<file path="src/rtl/cpu_pkg.sv">
// Shared CPU definitions: program counter width, reset address and
// the next-PC source encoding used by the fetch path.
package cpu_pkg;

    localparam int PC_WIDTH = 8;
    localparam logic [PC_WIDTH-1:0] PC_RESET = 8'h00;

    typedef enum logic {
        PC_SEL_INC = 1'b0,
        PC_SEL_BUS = 1'b1
    } pc_sel_e;

endpackage

</file>
<file path="src/rtl/pc_next_mux.sv">
// Combinational next-PC selection: sequential fetch (PC+1, wrapping) or
// a jump/branch target taken from the C bus.
module pc_next_mux
    import cpu_pkg::*;
#(
    parameter int WIDTH = PC_WIDTH
) (
    input  logic [WIDTH-1:0] pc,
    input  pc_sel_e          sel,
    input  logic [WIDTH-1:0] bus_data,
    output logic [WIDTH-1:0] next_pc
);

    always_comb begin
        next_pc = pc + WIDTH'(1);
        case (sel)
            PC_SEL_INC: next_pc = pc + WIDTH'(1);
            PC_SEL_BUS: next_pc = bus_data;
            default:    next_pc = pc + WIDTH'(1);
        endcase
    end

endmodule

</file>
<file path="src/rtl/pc_n_mux.sv">
// Program counter register with reset/enable priority; the fetch address
// comes straight from the register so no input reaches addr_PC combinationally.
module pc_n_mux
    import cpu_pkg::*;
#(
    parameter int               WIDTH       = PC_WIDTH,
    parameter logic [WIDTH-1:0] RESET_VALUE = WIDTH'(PC_RESET)
) (
    input  logic             clk_pc,
    input  logic             rstn_pc,
    input  logic             write_pc,
    input  logic             PC_sel,
    input  logic [WIDTH-1:0] cBusData,
    output logic [WIDTH-1:0] addr_PC
);

    logic [WIDTH-1:0] pc_q;
    logic [WIDTH-1:0] next_pc;

    pc_next_mux #(
        .WIDTH(WIDTH)
    ) u_next_mux (
        .pc      (pc_q),
        .sel     (pc_sel_e'(PC_sel)),
        .bus_data(cBusData),
        .next_pc (next_pc)
    );

    // Reset dominates the enable, so a held reset ignores PC_sel/cBusData.
    always_ff @(posedge clk_pc) begin
        if (!rstn_pc) begin
            pc_q <= RESET_VALUE;
        end else if (write_pc) begin
            pc_q <= next_pc;
        end
    end

    assign addr_PC = pc_q;

endmodule

</file>
<file path="config.mk">
export PLATFORM = sky130hd
export DESIGN_NAME = pc_n_mux
export DESIGN_NICKNAME = d
export VERILOG_FILES = /design/src/rtl/cpu_pkg.sv /design/src/rtl/pc_next_mux.sv /design/src/rtl/pc_n_mux.sv
export SDC_FILE = /design/constraint.sdc
export NUM_CORES = 1
export LEC_CHECK = 0
export ABC_AREA = 0
export CAP_MARGIN = 10
export CORE_AREA = 2 2 39 41
export DETAILED_ROUTE_END_ITERATION = 8
export DIE_AREA = 0 0 41 43
export HOLD_SLACK_MARGIN = 0.06
export PLACE_DENSITY = 0.82
export SLEW_MARGIN = 20
export SYNTH_ARGS = -nofsm -noshare
export SYNTH_HDL_FRONTEND = slang
export SYNTH_SLANG_ARGS = --single-unit
</file>
<file path="constraint.sdc">
create_clock -name clk_pc -period 2.63 [get_ports clk_pc]
set_input_delay 0.3945 -clock clk_pc [delete_from_list [all_inputs] [get_ports clk_pc]]
set_output_delay 0.3945 -clock clk_pc [all_outputs]
set_load 0.1 [all_outputs]
</file>
Word-level counts from Yosys, hierarchy flattened
Cells that the tools add are included.
{"block": "totals", "regBits": 8, "output_inout_bits": 8}
{"block": "classes", "n_addsub": 1, "muxes": 1, "bitwise": 1}
{"cell": "one-hot mux 8 bit (2 select lines)", "n": 1}
{"cell": "adder 8 x 1 -> 8 bit (second input constant)", "n": 1}
{"cell": "NOT 1 bit", "n": 1}

Longest topological paths before layout
Gate-level depths: netlist of run 1.
{"block": "logic_depth", "depth_word": 2, "ltp_mapped": 5, "mapped_depth_nobuf": 4}

Cells and area by module
Synthesis of run 1 repeated with hierarchy kept, for this count alone.
{"block": "hier_totals", "hier_cells": 58, "hier_area_um2": 501.7}
{"module": "pc_n_mux", "n_inst": 1, "cells_each": 25, "area_per_inst_um2": 301.5, "seq_area_each_um2": 160.2}
{"module": "pc_next_mux", "n_inst": 1, "cells_each": 33, "area_per_inst_um2": 200.2, "seq_area_each_um2": 0.0}

Least setup slack after synthesis of run 1
OpenSTA, ideal clock, no wires.
{"block": "synth_timing", "path_type": "reg-to-reg", "start": "register pc_q[0], in the netlist addr_PC[0]", "end": "register pc_q[6], in the netlist addr_PC[6]", "setup_time_ns": 0.120, "arrival_ns": 1.986, "required_ns": 2.510, "slack_ns": 0.524, "stages_incl_launch_ff": 5, "synth_period_minus_slack_ns": 2.106, "cell_sequence": "dfxtp_1 > ha_1 > nand4_1 > o211a_1 > o31a_1"}
{"block": "synth_via", "elab_chain_cells": 2}
{"element": "start: declaration", "line_no": "pc_n_mux.sv:17", "rtl": "logic [WIDTH-1:0] pc_q;"}
{"element": "start signal: assignment", "line_no": "pc_n_mux.sv:34", "rtl": "pc_q <= next_pc;"}
{"element": "adder 8 x 1 -> 8 bit", "line_no": "pc_next_mux.sv:17", "rtl": "PC_SEL_INC: next_pc = pc + WIDTH'(1);"}
{"element": "one-hot mux 8 bit (2 select lines)", "line_no": "pc_next_mux.sv:16", "rtl": "case (sel)"}
Every way passes these cells.
A chain may end at the register's enable or synchronous reset.

Worst setup path in the final report of run 1
{"block": "layout_timing", "start": "input PC_sel", "end": "register pc_q[7], in the netlist addr_PC[7]"}
{"block": "layout_via", "elab_chain_cells": 2}
{"element": "start: declaration", "line_no": "pc_n_mux.sv:12", "rtl": "input logic PC_sel,"}
{"element": "NOT 1 bit", "line_no": "pc_next_mux.sv:16"}
{"element": "one-hot mux 8 bit (2 select lines) *", "line_no": "pc_next_mux.sv:16"}
Mark *: on every way between the ends. The rest lies on a longest branch, timed or not.

==> impl_metrics.json, run 1 <==
{
  "syn_inst": 62,
  "clk_pin_slew_ns": 0.06,
  "root_buffer": "clkbuf_4",
  "yosys.area.top_type_share_pct": 30.92,
  "clockBufferDepth": 2,
  "cts_buffers": 3,
  "critPathLaunchType": "input pin",
  "hp-class": "reg -> reg",
  "drive_gt1_share_pct": 17.50,
  "outcome": "finished clean",
  "whs_endpoint": "addr_PC[7]$_SDFFE_PN0P_",
  "fin_crit_sh_pct": 64.87,
  "ys.warnings.count": 0,
  "start_util_pct": 37.43,
  "grt_pass1_vias": 404,
  "cts_num_sinks": 8,
  "routed_wl_um": 1188,
  "synth_nets": 75,
  "io_pins": 20,
  "ys_types": 33,
  "synth-seq-area-share_pct": 30.92,
  "peakVddDrop_v": 0.0003283,
  "first_pass_iters": 4,
  "track_usage_pct": 14.86,
  "leakage_nw": 0.2926,
  "nNetsFinal": 95,
  "fillCellCount": 151,
  "ctsResizeCount": 0,
  "hp-start": "addr_PC[7]$_SDFFE_PN0P_",
  "largest_register_ffs": 8,
  "combPwrFrac_pct": 33.3,
  "multi_input_area_um2": 327.8,
  "seqPwrFrac_pct": 39.1,
  "drv_slew": 0,
  "cp.arrival_ns": 1.91,
  "period_needed_ns": 1.706,
  "h-tree-depth": 1,
  "finalSetupTns_ns": 0,
  "grt_pass1_wl_um": 1752,
  "first_iter_violations": 13,
  "fp-row-count": 14,
  "setup_viol": 0,
  "final_area_um2": 711.9,
  "p_sw_share_pct": 38.34,
  "n_antenna_cell": 0,
  "antenna_found_initial": 0,
  "rr_startpoint": "addr_PC[0]$_SDFFE_PN0P_",
  "regArea_um2": 160.2,
  "vias": 550,
  "end_kind": "register",
  "hold_violations": 0,
  "avgSynthCellArea_um2": 8.355,
  "path_max_fanout": 18,
  "synth.area.top_cells": "dfxtp_1 31%, o211a_1 5.8%, o21ai_0 5.8%",
  "dieArea_um2": 1763,
  "avgViaCountPerCell": 5.729,
  "die_h_um": 43,
  "dieWidth_um": 41,
  "dpl_cell_area_um2": 689.4,
  "postCtsSetupRepairBufs": 0,
  "hold_buffers": 0,
  "area_growth_pct": 37.44,
  "detail_route.wl_per_cell_um": 12.38,
  "clock_skew_ns": 0.006710,
  "syn_area_um2": 518.0,
  "p_switching_w": 0.0001372,
  "maxCapViolations": 0,
  "gr-total-overflow": 0,
  "reg2regPathDepth": 4,
  "place_congestion": 0.7263,
  "place_hpwl_um": 872.6,
  "r2r_slack_ns": 1.22,
  "worst_pin_slew_ns": 0.5615,
  "yosys.area.top_type": "dfxtp_1",
  "crit_type": "in -> reg",
  "power_density_nw_per_um2": 502.6,
  "cp.required_ns": 2.83,
  "core_um2": 1384,
  "clk_latency_ns": 0.26,
  "max_freq_ghz": 0.5862,
  "grt_start_max_net_pins": 19,
  "r2r_end": "addr_PC[6]$_SDFFE_PN0P_",
  "ys_seq_elements": 8,
  "cts_tree": "done",
  "whs_path_depth": 2,
  "ant_nets": 0,
  "maxSlewHeadroom_pct": 62.45,
  "p_int_w": 0.0002206,
  "rsz0062_at_grt": "false",
  "drc": 0,
  "placement.io_buffers": 19,
  "power_frac_clock_pct": 27.6
}
-- metrics by stage --
step,total power (W),hold WS (ns),worst slack (ns),utilization [%],instances
finish,0.0003578,0.5511,0.9240,51.45,96
detailed placement,0.0002624,0.5489,0.6691,49.82,93
global route,0.0003763,0.5792,0.8592,51.45,96
CTS,0.0003639,0.5576,0.9409,51.45,96
global placement,0.0002609,0.5139,0.7130,49.82,93
floorplan,0.0002276,0.6067,0.5245,-,62
-- power by group through the flow --
stage	sequential, W	clock, W	combinational (W)
2_1_floorplan	0.000197	0	0.0000307
5_1_grt	0.000141	0.000109	0.000126
3_5_place_dp	0.000143	0	0.000120
6_report	0.000140	0.0000987	0.000119
3_3_place_gp	0.000142	0	0.000119
4_1_cts	0.000140	0.000104	0.000120
-- metal layers --
metal	track usage, %	vias up	wire, µm
li1	-	271	-
met1	19.61	256	542
met2	20.63	23	527
met3	9.424	0	118
met4	2.000	0	0
met5	0	-	0
-- kinds of logic (layout without fill, tap and decap cells) --
logic type | Yosys count | count (layout) | synth area share, %
buf+inv | 7 | 25 | 5.795
flops | 8 | 8 | 30.92
fa+ha+maj | 1 | 1 | 2.415
compound gates | 20 | 20 | 29.71
mux | 2 | 2 | 3.865
simple gates | 24 | 24 | 27.30
-- cell usage in the layout, fill, tap and decap left out, drive strengths merged, types with 3 or more instances in the layout --
cell type,netlist,final
clkdlybuf4s50,0,11
clkbuf,1,3
buf,3,8
nand2,7,7
dfxtp,8,8
inv,3,3
o211a,3,3
nand3,3,3
o21ai,6,6
-- worst max-delay path by stage --
stage,startpoint,end,cells past startpoint
2_1_floorplan,addr_PC[0]$_SDFFE_PN0P_,addr_PC[6]$_SDFFE_PN0P_,4
6_report,PC_sel,addr_PC[7]$_SDFFE_PN0P_,4
5_1_grt,PC_sel,addr_PC[7]$_SDFFE_PN0P_,4
3_5_place_dp,PC_sel,addr_PC[7]$_SDFFE_PN0P_,4
4_1_cts,PC_sel,addr_PC[7]$_SDFFE_PN0P_,4
3_3_place_gp,PC_sel,addr_PC[7]$_SDFFE_PN0P_,4
-- critical path, stage by stage --
cell and delay (ns):
clkdlybuf4s50_1 0.70, nand4bb_1 0.32, or4_1 0.41, nand3_1 0.09
-- cell type report --
type	count	area share, %
flip-flops and latches	8	22.50
repair buffers	19	23.90
clock buffers	3	3.163
well taps	16	2.812
multi-input cells	47	46.05
inverters	3	1.582
-- cells in the mapped netlist --
master and instances:
o211ai_1 2, nor2b_1 2, o41a_2 1, nand4bb_1 1, mux2i_1 2, dfxtp_1 8, a21boi_0 1, a22oi_1 1
nor2_1 1, nand2_1 7, buf_2 3, nand4_1 1, o2bb2ai_1 1, and2_1 2, o2111ai_1 1, nand3_2 1
o311ai_0 1, o21ai_0 6, nand3b_1 1, nand3_1 2, nor3b_1 1, and3_1 1, clkbuf_1 1, nand2b_1 1
or4_1 1, inv_1 3, a311oi_1 1, o31a_1 1, a211oi_1 1, and3_2 1, ha_1 1, nor4_1 1
o211a_1 3
(Power assumes the default switching activity.)
==> run 2: changes to the inputs <==
==> constraint.sdc (replaced) <==
create_clock -name clk_pc -period 1.7 [get_ports clk_pc]
set_input_delay 0.255 -clock clk_pc [delete_from_list [all_inputs] [get_ports clk_pc]]
set_output_delay 0.255 -clock clk_pc [all_outputs]
set_load 0.1 [all_outputs]
==> run 2 against run 1 <==
  * Sequential share of layout area decreased by 2.6 points
  * Largest cell class unchanged
  * Cell count is 4.2% higher
  * First-iteration DRC count is 62% lower
  * Largest power group unchanged
  * Highest routed layer is now met4
  * Clock power up 46%
==> impl_metrics.json, run 2 (synthesis results as in run 1) <==
{
  "outcome": "finished clean",
  "hp-start": "addr_PC[2]$_SDFFE_PN0P_",
  "root_buffer": "clkbuf_4",
  "critPathSlowestCell": "dfxtp_2",
  "vias": 564,
  "critPathMaxStageDelay_ns": 0.39,
  "regArea_um2": 168.9,
  "maxSlewHeadroom_pct": 79.88,
  "drive_gt1_share_pct": 29.76,
  "hp-class": "reg -> reg",
  "place_hpwl_um": 991.2,
  "max_freq_ghz": 0.7086,
  "io_pins": 20,
  "hold_buffers": 0,
  "setup_viol": 0,
  "clockBufferDepth": 2,
  "cts_tree": "done",
  "grt_pass1_vias": 551,
  "routed_wl_um": 1268,
  "dieArea_um2": 1763,
  "core_um2": 1384,
  "placement.io_buffers": 19,
  "n_antenna_cell": 0,
  "place_congestion": 0.7270,
  "maxCapViolations": 0,
  "die_h_um": 43,
  "largest_register_ffs": 8,
  "first_iter_violations": 5,
  "final_cell_mix": "11 x clkdlybuf4s50_1, 8 x buf_12, 7 x nand2_1, 7 x dfxtp_2, 6 x o21ai_0",
  "cts_buffers": 3,
  "grt_pass1_wl_um": 2263,
  "avgViaCountPerCell": 5.640,
  "crit_type": "reg -> reg",
  "dieWidth_um": 41,
  "multi_input_area_um2": 327.8,
  "path_max_fanout": 6,
  "peakVddDrop_v": 0.0003975,
  "fin_cells": 100,
  "hold_violations": 0,
  "r2r_slack_ns": 0.29,
  "cts_num_sinks": 8,
  "dpl_cell_area_um2": 828.3,
  "drv_slew": 0,
  "start_util_pct": 37.43,
  "rsz0062_at_grt": "false",
  "detail_route.wl_per_cell_um": 12.68,
  "nNetsFinal": 99,
  "h-tree-depth": 1,
  "drc": 0,
  "gr-total-overflow": 0,
  "grt_start_max_net_pins": 12,
  "crit_start": "addr_PC[0]$_SDFFE_PN0P_",
  "crit_chain": "ha_1, nand4_1, o211a_1, o31a_1",
  "area_growth_pct": 64.25,
  "worst_pin_slew_ns": 0.2980,
  "critPathLaunchType": "register",
  "period_needed_ns": 1.411,
  "antenna_found_initial": 0,
  "rr_startpoint": "addr_PC[0]$_SDFFE_PN0P_",
  "track_usage_pct": 18.73,
  "clock_skew_ns": 0.001645,
  "critPathTopFamily": "compound AO/OA/AOI/OAI gates",
  "critPathBufInv": 0,
  "placedCellCount": 97,
  "power_density_nw_per_um2": 696.8,
  "fin_crit_sh_pct": 83.01,
  "first_pass_iters": 4,
  "end_kind": "register",
  "cp.arrival_ns": 1.55,
  "final_area_um2": 850.8,
  "final_common_cell": "clkdlybuf4s50_1",
  "postCtsSetupRepairBufs": 0,
  "fp-row-count": 14,
  "clk_pin_slew_ns": 0.05,
  "ctsResizeCount": 0,
  "cp.required_ns": 1.84,
  "leakage_nw": 0.3401,
  "clk_latency_ns": 0.25,
  "ant_nets": 0,
  "fillCellCount": 127
}
[run 2: changes by cell type in the layout (fill, tap and decap cells not counted)]
| cell | delta |
|---|---|
| dfxtp_1 | -7 |
| buf_4 | -4 |
| buf_12 | +8 |
| dfxtp_2 | +7 |
[run 2: area by class of cell]
cell class | count | share of cell area, %
multi-input cells | 47 | 38.53
repair buffers | 23 | 35.29
flip-flops and latches | 8 | 19.85
clock buffers | 3 | 2.647
well taps | 16 | 2.353
inverters | 3 | 1.324
[run 2: worst paths after layout]
path	endpoint	cells past startpoint
max	addr_PC[6]$_SDFFE_PN0P_	4
min	addr_PC[2]$_SDFFE_PN0P_	2
max reg2reg	addr_PC[6]$_SDFFE_PN0P_	4
min reg2reg	addr_PC[2]$_SDFFE_PN0P_	2
[run 2: through the flow]
| step | worst slack (ns) | TNS (ns) | power (W) | utilization (%) | hold slack (ns) |
|---|---|---|---|---|---|
| after floorplan | -0.01231 | -0.01231 | 0.0003548 | - | 0.4666 |
| after global placement | 0.1721 | 0 | 0.0004498 | 59.86 | 0.5208 |
| after detailed placement | 0.1098 | 0 | 0.0004539 | 59.86 | 0.5346 |
| after CTS | 0.2747 | 0 | 0.0006006 | 61.48 | 0.5451 |
| after global routing | 0.2027 | 0 | 0.0006253 | 61.48 | 0.5708 |
| final | 0.2888 | 0 | 0.0005928 | 61.48 | 0.5390 |
[run 2: worst register-to-register path: cells and delay by family, from the launching register on]
kind	cells	cell delay, ns
flip-flops	1	0.39
AO/OA/AOI/OAI	2	0.50
AND/OR/NAND/NOR	1	0.17
adder cells (fa/ha/maj)	1	0.23
[run 2: power breakdown]
part           switching, W  internal [W]  total (W)
sequential        0.0000231      0.000203   0.000226
combinational      0.000127     0.0000963   0.000223
clock             0.0000631     0.0000807   0.000144
[run 2: routing by layer]
metal | vias up | share of wire (%) | GRT usage (%)
met4 | 0 | 1.3 | 10.00
li1 | 282 | - | -
met5 | - | 0 | 0
met3 | 4 | 6.9 | 3.665
met2 | 20 | 47 | 28.44
met1 | 258 | 44 | 23.70
==> run 3: changes to the inputs <==
--- a/config.mk
+++ b/config.mk
@@ -7,9 +7,9 @@
 export LEC_CHECK = 0
 export ABC_AREA = 0
 export CAP_MARGIN = 10
-export CORE_AREA = 2 2 39 41
+export CORE_MARGIN = 2
+export CORE_UTILIZATION = 37
 export DETAILED_ROUTE_END_ITERATION = 8
-export DIE_AREA = 0 0 41 43
 export HOLD_SLACK_MARGIN = 0.06
 export PLACE_DENSITY = 0.82
 export SLEW_MARGIN = 20
==> constraint.sdc (replaced) <==
create_clock -name clk_pc -period 1.24 [get_ports clk_pc]
set_input_delay 0.186 -clock clk_pc [delete_from_list [all_inputs] [get_ports clk_pc]]
set_output_delay 0.186 -clock clk_pc [all_outputs]
set_load 0.1 [all_outputs]
==> run 3 against run 2 <==
  * Clock power up 56%
  * Wire length up 8.2%
  * Power increased by 45%
  * Largest cell class is now buffers
==> impl_metrics.json, run 3 (synthesis results as in run 1) <==
{
  "fp-row-count": 13,
  "leakage_nw": 0.3953,
  "avgViaCountPerCell": 5.617,
  "io_pins": 20,
  "clk_latency_ns": 0.26,
  "grt_pass1_wl_um": 2477,
  "critPathMaxStageDelay_ns": 0.37,
  "r2r_end": "addr_PC[6]$_SDFFE_PN0P_",
  "max_freq_ghz": 0.8398,
  "reg2regPathDepth": 4,
  "outcome": "finished clean",
  "power_w": 0.0008578,
  "crit_start": "addr_PC[1]$_SDFFE_PN0P_",
  "critPathSlowestCell": "dfxtp_4",
  "dieArea_um2": 1715,
  "multi_input_area_um2": 349.1,
  "end_kind": "register",
  "dpl_worst_slack_ns": -0.2294,
  "final_common_cell": "buf_4",
  "fin_crit_sh_pct": 96.03,
  "grt_pass1_vias": 585,
  "maxCapViolations": 0,
  "drive_gt1_share_pct": 39.13,
  "peakVddDrop_v": 0.0006160,
  "final_util_pct": 73.08,
  "critPathBufInv": 0,
  "period_needed_ns": 1.191,
  "vias": 601,
  "antenna_found_initial": 0,
  "clk_pin_slew_ns": 0.06,
  "fin_cells": 107,
  "first_iter_violations": 4,
  "largest_register_ffs": 8,
  "cts_tree": "done",
  "track_usage_pct": 18.30,
  "first_pass_iters": 2,
  "detail_route.wl_per_cell_um": 12.82,
  "rr_startpoint": "addr_PC[1]$_SDFFE_PN0P_",
  "hp-class": "in -> reg",
  "cp-endpoint": "addr_PC[6]$_SDFFE_PN0P_",
  "crit_chain": "ha_4, nand4_1, o211a_1, o31a_1",
  "hp-start": "write_pc",
  "cts_num_sinks": 8,
  "cts_buffers": 3,
  "cp.arrival_ns": 1.35,
  "dieWidth_um": 41.42,
  "r2r_slack_ns": 0.05,
  "ant_nets": 0,
  "whs_path_depth": 3,
  "critPathLaunchType": "register",
  "gr-total-overflow": 0,
  "worst_pin_slew_ns": 0.2934,
  "power_density_nw_per_um2": 902.0,
  "setup_viol": 0,
  "grt_start_max_net_pins": 12,
  "fillCellCount": 105,
  "nNetsFinal": 106,
  "critPathTopFamily": "compound AO/OA/AOI/OAI gates",
  "maxSlewHeadroom_pct": 80.19,
  "hold_violations": 0,
  "drc": 0,
  "area_growth_pct": 83.57,
  "clockBufferDepth": 2,
  "path_max_fanout": 4,
  "placement.io_buffers": 19,
  "cp.required_ns": 1.39,
  "crit_type": "reg -> reg",
  "root_buffer": "clkbuf_4",
  "die_h_um": 41.42,
  "start_util_pct": 39.81,
  "place_hpwl_um": 1075,
  "worst-path-stages": 4,
  "clock_skew_ns": 0.006466,
  "final_cell_mix": "11 x buf_4, 9 x clkdlybuf4s50_1, 8 x buf_12, 7 x dfxtp_4",
  "routed_wl_um": 1372,
  "placedCellCount": 102,
  "regArea_um2": 187.7,
  "drv_slew": 0,
  "hold_buffers": 0,
  "place_congestion": 0.8283,
  "setup_ws_ns": 0.04918,
  "core_um2": 1301,
  "n_antenna_cell": 0,
  "h-tree-depth": 1,
  "rsz0062_at_grt": "false"
}
==> run 3: cell types whose count changed in the layout (fill, tap and decap cells not counted), sizes merged <==
cell,change
buf,+7
clkdlybuf4s50,-2
dlymetal6s2s,+2
clkbuf,+1
==> run 3: per-layer routing <==
| metal | GRT usage, % | routed length (µm) | vias up |
|---|---|---|---|
| li1 | - | - | 295 |
| met5 | 0 | 0 | - |
| met2 | 31.56 | 694 | 18 |
| met1 | 20.05 | 581 | 283 |
| met3 | 6.522 | 72 | 5 |
| met4 | 7.742 | 23 | 0 |
==> run 3: how the worst min path moves through the flow <==
| stage | endpoint | slack [ns] |
|---|---|---|
| floorplan | addr_PC[3]$_SDFFE_PN0P_ | 0.40 |
| global placement | addr_PC[2]$_SDFFE_PN0P_ | 0.52 |
| detailed placement | addr_PC[2]$_SDFFE_PN0P_ | 0.53 |
| CTS | addr_PC[2]$_SDFFE_PN0P_ | 0.54 |
| global route | addr_PC[4]$_SDFFE_PN0P_ | 0.43 |
| finish | addr_PC[4]$_SDFFE_PN0P_ | 0.40 |
==> run 3: final cells by class <==
type | count | area share, %
clock buffer | 4 | 2.763
inverter | 3 | 1.184
multi-input combinational | 47 | 36.71
sequential | 8 | 19.74
tap | 15 | 1.974
timing repair buffer | 30 | 37.63
==> run 3: worst register-to-register path, stage by stage (launching register included) <==
cell and delay [ns]:
dfxtp_4 0.37, ha_4 0.15, nand4_1 0.11, o211a_1 0.23
o31a_1 0.23
==> run 3: metrics by stage <==
step / TNS, ns / area (µm²) / hold WS (ns)
finish: 0 / 950.9 / 0.3976
detailed placement: -1.279 / 903.4 / 0.5305
CTS: 0 / 937.1 / 0.5407
global route: 0 / 950.9 / 0.4326
floorplan: -0.4215 / 558.0 / 0.3961
global placement: -0.9312 / 903.4 / 0.5219
==> run 3: repair_timing <==
action | 4_1_cts | 5_1_grt
pin swaps | 0 | 2
endpoints found under the setup margin | 1 | 4
buffers inserted | 1 | 0
gates resized for setup | 0 | 4
==> run 3: report_power, final <==
| part | internal (W) | switching (W) |
|---|---|---|
| Combinational | 0.000148 | 0.000184 |
| Clock | 0.000124 | 0.000101 |
| Sequential | 0.000271 | 0.0000299 |
